$ cat src/rtl/fir_coeff_loader_pkg.sv
// Shared definitions for the FIR coefficient loader and the tap chain.
//   - FSM state encoding (kept as plain 2-bit constants for legacy users)
//   - Default tap count, coefficient width and index width
package fir_coeff_loader_pkg;

  localparam logic [1:0] IDLE      = 2'd0;
  localparam logic [1:0] LOAD      = 2'd1;
  localparam logic [1:0] WAIT_SWAP = 2'd2;

  localparam int FIR_NTAPS  = 16;
  localparam int FIR_COEF_W = 16;
  localparam int FIR_IDX_W  = 4;

endpackage

$ cat src/rtl/fir_coeff_loader_coeff_bank.sv
// coeff_bank: NTAPS x COEF_W coefficient register array.
// Ports:
//   clk, rst   - clock, asynchronous active-high clear (all taps to zero)
//   wr_en      - write wr_data into tap wr_idx
//   wr_idx     - tap index for the single-entry write
//   wr_data    - signed coefficient to write
//   copy_en    - load every tap from copy_data in one edge (wins over wr_en)
//   copy_data  - flattened source bank, tap k at [k*COEF_W +: COEF_W]
//   q          - flattened bank contents, tap k at [k*COEF_W +: COEF_W]
module coeff_bank
  import fir_coeff_loader_pkg::*;
#(
  parameter int NTAPS  = FIR_NTAPS,
  parameter int COEF_W = FIR_COEF_W,
  parameter int IDX_W  = FIR_IDX_W
) (
  input  logic                      clk,
  input  logic                      rst,
  input  logic                      wr_en,
  input  logic [IDX_W-1:0]          wr_idx,
  input  logic signed [COEF_W-1:0]  wr_data,
  input  logic                      copy_en,
  input  logic [NTAPS*COEF_W-1:0]   copy_data,
  output logic [NTAPS*COEF_W-1:0]   q
);

  logic signed [COEF_W-1:0] bank [NTAPS];

  always_ff @(posedge clk or posedge rst) begin
    if (rst) begin
      for (int k = 0; k < NTAPS; k++) bank[k] <= '0;
    end else if (copy_en) begin
      for (int k = 0; k < NTAPS; k++) bank[k] <= copy_data[k*COEF_W +: COEF_W];
    end else if (wr_en) begin
      for (int k = 0; k < NTAPS; k++)
        if (wr_idx == IDX_W'(k)) bank[k] <= wr_data;
    end
  end

  always_comb begin
    q = '0;
    for (int k = 0; k < NTAPS; k++) q[k*COEF_W +: COEF_W] = bank[k];
  end

endmodule

$ cat src/rtl/fir_coeff_loader.sv
// fir_coeff_loader: writer side of the FIR tap coefficient interface.
// A serial coefficient stream (valid/ready) fills a shadow bank; on a sample
// strobe the whole shadow bank is copied into the active bank in one edge,
// so the tap chain never sees a half-updated coefficient set.
// Ports:
//   clk, rst       - clock, asynchronous active-high reset
//   load_start     - pulse: begin or restart a load (cancels a pending swap)
//   coef_valid     - coef_data valid
//   coef_data      - signed coefficient, first beat is tap 0
//   coef_ready     - high while loading (state LOAD)
//   sample_strobe  - pulse once per audio sample
//   h_active       - active bank, tap k at [k*COEF_W +: COEF_W]
//   busy           - load or swap pending
//   swap_done      - pulse the cycle after the active bank updates
//   load_idx       - index of the next coefficient to be written
module fir_coeff_loader
  import fir_coeff_loader_pkg::*;
#(
  parameter int NTAPS  = FIR_NTAPS,
  parameter int COEF_W = FIR_COEF_W,
  parameter int IDX_W  = FIR_IDX_W
) (
  input  logic                      clk,
  input  logic                      rst,
  input  logic                      load_start,
  input  logic                      coef_valid,
  input  logic signed [COEF_W-1:0]  coef_data,
  output logic                      coef_ready,
  input  logic                      sample_strobe,
  output logic [NTAPS*COEF_W-1:0]   h_active,
  output logic                      busy,
  output logic                      swap_done,
  output logic [IDX_W-1:0]          load_idx
);

  logic [1:0]                state;
  logic                      beat;
  logic                      swap_en;
  logic                      swap_p0;
  logic [NTAPS*COEF_W-1:0]   h_shadow;

  assign coef_ready = (state == LOAD);
  assign busy       = (state != IDLE);

  // A restart pulse suppresses any beat offered in the same cycle.
  assign beat    = coef_valid & coef_ready & ~load_start;
  // load_start beats a coincident strobe: the pending swap is abandoned.
  assign swap_en = (state == WAIT_SWAP) & sample_strobe & ~load_start;

  always_ff @(posedge clk or posedge rst) begin
    if (rst) begin
      state    <= IDLE;
      load_idx <= '0;
    end else begin
      case (state)
        IDLE: begin
          if (load_start) begin
            state    <= LOAD;
            load_idx <= '0;
          end
        end
        LOAD: begin
          if (load_start) begin
            load_idx <= '0;
          end else if (beat) begin
            if (load_idx == IDX_W'(NTAPS - 1)) begin
              state    <= WAIT_SWAP;
              load_idx <= '0;
            end else begin
              load_idx <= load_idx + IDX_W'(1);
            end
          end
        end
        WAIT_SWAP: begin
          if (load_start) begin
            state    <= LOAD;
            load_idx <= '0;
          end else if (swap_en) begin
            state <= IDLE;
          end
        end
        default: begin
          state    <= IDLE;
          load_idx <= '0;
        end
      endcase
    end
  end

  // Stage p0: active bank copied on this edge; swap_done follows one edge later.
  always_ff @(posedge clk or posedge rst) begin
    if (rst) begin
      swap_p0   <= 1'b0;
      swap_done <= 1'b0;
    end else begin
      swap_p0   <= swap_en;
      swap_done <= swap_p0;
    end
  end

  coeff_bank #(
    .NTAPS  (NTAPS),
    .COEF_W (COEF_W),
    .IDX_W  (IDX_W)
  ) u_shadow (
    .clk       (clk),
    .rst       (rst),
    .wr_en     (beat),
    .wr_idx    (load_idx),
    .wr_data   (coef_data),
    .copy_en   (1'b0),
    .copy_data ('0),
    .q         (h_shadow)
  );

  coeff_bank #(
    .NTAPS  (NTAPS),
    .COEF_W (COEF_W),
    .IDX_W  (IDX_W)
  ) u_active (
    .clk       (clk),
    .rst       (rst),
    .wr_en     (1'b0),
    .wr_idx    ('0),
    .wr_data   ('0),
    .copy_en   (swap_en),
    .copy_data (h_shadow),
    .q         (h_active)
  );

endmodule

$ cat config.mk
export PLATFORM = sky130hd
export DESIGN_NAME = fir_coeff_loader
export DESIGN_NICKNAME = d
export VERILOG_FILES = /design/src/rtl/fir_coeff_loader_pkg.sv /design/src/rtl/fir_coeff_loader_coeff_bank.sv /design/src/rtl/fir_coeff_loader.sv
export SDC_FILE = /design/constraint.sdc
export NUM_CORES = 1
export LEC_CHECK = 0
export ABC_AREA = 1
export BUFFER_PORTS_ARGS = -buffer_cell sky130_fd_sc_hd__buf_2
export CAP_MARGIN = 15
export CORE_MARGIN = 1
export CORE_UTILIZATION = 45
export DETAILED_ROUTE_END_ITERATION = 8
export HOLD_SLACK_MARGIN = 0.12
export PLACE_DENSITY = 0.72
export SLEW_MARGIN = 0
export SYNTH_ARGS = -nofsm -noshare
export SYNTH_HDL_FRONTEND = slang
export SYNTH_SLANG_ARGS = --single-unit
$ cat constraint.sdc
create_clock -name clk -period 20.1 [get_ports clk]
set_input_delay 4.02 -clock clk [delete_from_list [all_inputs] [get_ports clk]]
set_output_delay 4.02 -clock clk [all_outputs]
set_load 0.02 [all_outputs]
==> results.toml <==
[finish]
instances_no_fill = 3121
num-nets-final = 2516
area_growth_pct = 16.4
drive_gt1_frac = 0.163
antennaDiodeCount = 0
fillers = 4084

[placement]
place_inst = 3028
dp_slack_ns = 12.75
gp_congestion = 0.814
dp_hpwl_um = 33300
port_buffers = 283

[clock_tree]
clock_latency_ns = 0.59
post-cts-setup-buffers = 0
cts_max_path_buffers = 3
numCtsBuffers = 53
postCtsHoldBufs = 0
root_buffer = "clkbuf_16"
htreeDepth = 2
path_clk_slew_ns = 0.06
cts_resized = 0
cts.sinks = 520
cts_tree = "done"

[synth]
synth_area_leader_cell = "dfrtp_1"
ys_seq_elements = 520
ys.flop_type = "dfrtp_1"
synth_cell_types = 20
async_flop_share = 1.00
yosysTopAreaCellShare = 0.642
syn-mean-instance-area_um2 = 8.83
synth-warning-count = 0
syn-cell-area_um2 = 20300
netlist_instances = 2293
synthTopCellsByArea = "dfrtp_1 64%, nand2_1 24%, nand3_1 6.0%"
synth_nets = 2318
synth.most_common_cell = "nand2_1"
ys_top_cells_by_count = "1314 x nand2_1, 520 x dfrtp_1, 244 x nand3_1"
seq_area_frac_synth = 0.642
synth_edf_count = 0

[detailed_routing]
num_vias = 16100
firstDrtPassIters = 5
wl_per_cell_um = 18.2
dr.first_iter.drc_count = 1413
drcViolationCount = 0
drt_wl_total_um = 56700
ant_nets = 0
vias_per_cell = 5.16

[floorplan]
pin_count = 284
rows = 77
dieArea_um2 = 45900
start_util = 0.457
die_w_um = 214
die_h_um = 214
coreArea_um2 = 44300

[grt]
grt_max_degree = 198
overflow = 0
grt_pass1_wl_um = 88400
groute.usage.overall = 0.247
grt_pass1_vias = 15400
antenna_found_initial = 0

[sta]
slew_violations = 0
hold_viol = 0
tightest_slew_ns = 1.18
hold_slack_ns = 0.350
layout_setup_ws_ns = 13.38
fin_crit_sh = 0.335
relSlewSlack = 0.210
fmax_ghz = 0.149
skew_ns = 0.0107
fin_crit_ns = 6.72
rsz0062_at_grt = "false"
tns_ns = 0
setup_viol = 0

[power_and_ir_drop]
p_leak_nw = 14.1
powerDensity_nw_per_um2 = 95.8
irDropWorstVdd_mv = 0.0618

[run_status]
status = "complete, no violations"

[critical_path]
endpoint_kind = "flop"
path_max_fanout = 120
start_kind = "input port"
cp.required_ns = 20.57
worstPathArrival_ns = 7.19
worst-setup-path-type = "input port to flop"

[worst_hold_path]
hold_path_class = "flop to flop"

[flow_run]
drv_cap = 0
## critical path: stages
cell	delay, ns
buf_2	0.14
nor2_2	0.14
nand2_1	0.18
inv_8	0.49
buf_4	0.76
buf_4	0.64
nand2_1	0.47
nand2_1	0.17
nand2_1	0.07
## area by class of cell
type,instances,area [um2],area share
sequential,520,13000,0.552
tap,592,741,0.0314
multi-input combinational,1610,6500,0.276
clock inverter,18,180,0.00764
inverter,15,78.8,0.00334
clock buffer,75,1540,0.0654
timing repair buffer,291,1520,0.0645
## metrics by stage
stage / utilization / power [mW] / cell area (um2)
floorplan: - / 1.25 / 20300
global placement: 0.493 / 1.29 / 21800
detailed placement: 0.493 / 1.30 / 21900
CTS: 0.532 / 2.27 / 23600
global route: 0.532 / 2.34 / 23600
finish: 0.532 / 2.26 / 23600
## layer usage
layer / GRT usage / wire [um]
met2: 0.372 / 25500
met5: 0 / 0
met1: 0.361 / 25400
met4: 0.0969 / 1960
met3: 0.0384 / 3900
## placed cells by master, fill, tap and decap left out, types with 3 or more instances in the layout
cell | synthesis | layout
ha_1 | 4 | 4
dfrtp_1 | 520 | 520
nand2_2 | 16 | 16
bufinv_16 | 0 | 3
clkbuf_1 | 59 | 11
clkinv_2 | 0 | 11
clkbuf_8 | 0 | 9
buf_2 | 68 | 283
clkbuf_16 | 0 | 55
o21ai_0 | 4 | 4
inv_1 | 12 | 11
nand3_1 | 244 | 243
buf_4 | 12 | 5
nor2_2 | 17 | 17
nand2_1 | 1314 | 1314
inv_8 | 0 | 4
nor2_1 | 6 | 6
## report_power, final
group / leakage, nW / internal [mW] / switching, mW / total [mW]
Clock: 0.852 / 0.571 / 0.406 / 0.977
Sequential: 7.18 / 1.11 / 0.0384 / 1.15
Combinational: 6.02 / 0.0313 / 0.102 / 0.133
Total: 14.1 / 1.71 / 0.547 / 2.26
## registers in the layout, indices dropped and copies added (netlist names)
register	cells
u_shadow.q	256
swap_p0	1
state	2
swap_done	1
u_active.q	256
load_idx	4
## logic make-up (layout without fill, tap and decap cells)
kind of cell | count (synthesis) | after routing | share of synthesized area
xor gates and xnor gates | 1 | 1 | 0.000432
adders and majority gates | 4 | 4 | 0.00247
and+or+nand+nor | 1599 | 1599 | 0.316
DFF | 520 | 520 | 0.642
buffers and inverters | 163 | 399 | 0.0374
AOI/OAI and AO/OA | 6 | 6 | 0.00148
## path summary, 6_finish.rpt
| kind | from | end | slack [ns] | cells past startpoint |
|---|---|---|---|---|
| hold reg to reg | swap_p0 | swap_done | 0.35 | 0 |
| hold / removal | swap_p0 | swap_done | 0.35 | 0 |
| max in group asynchronous | rst | u_shadow.q[36] | 14.78 | 3 |
| setup / recovery | load_start | u_shadow.q[219] | 13.38 | 9 |
| setup reg to reg | state[1] | u_shadow.q[219] | 16.37 | 10 |
| min in group asynchronous | rst | u_active.q[121] | 3.63 | 2 |
(Power assumes the default switching activity.)
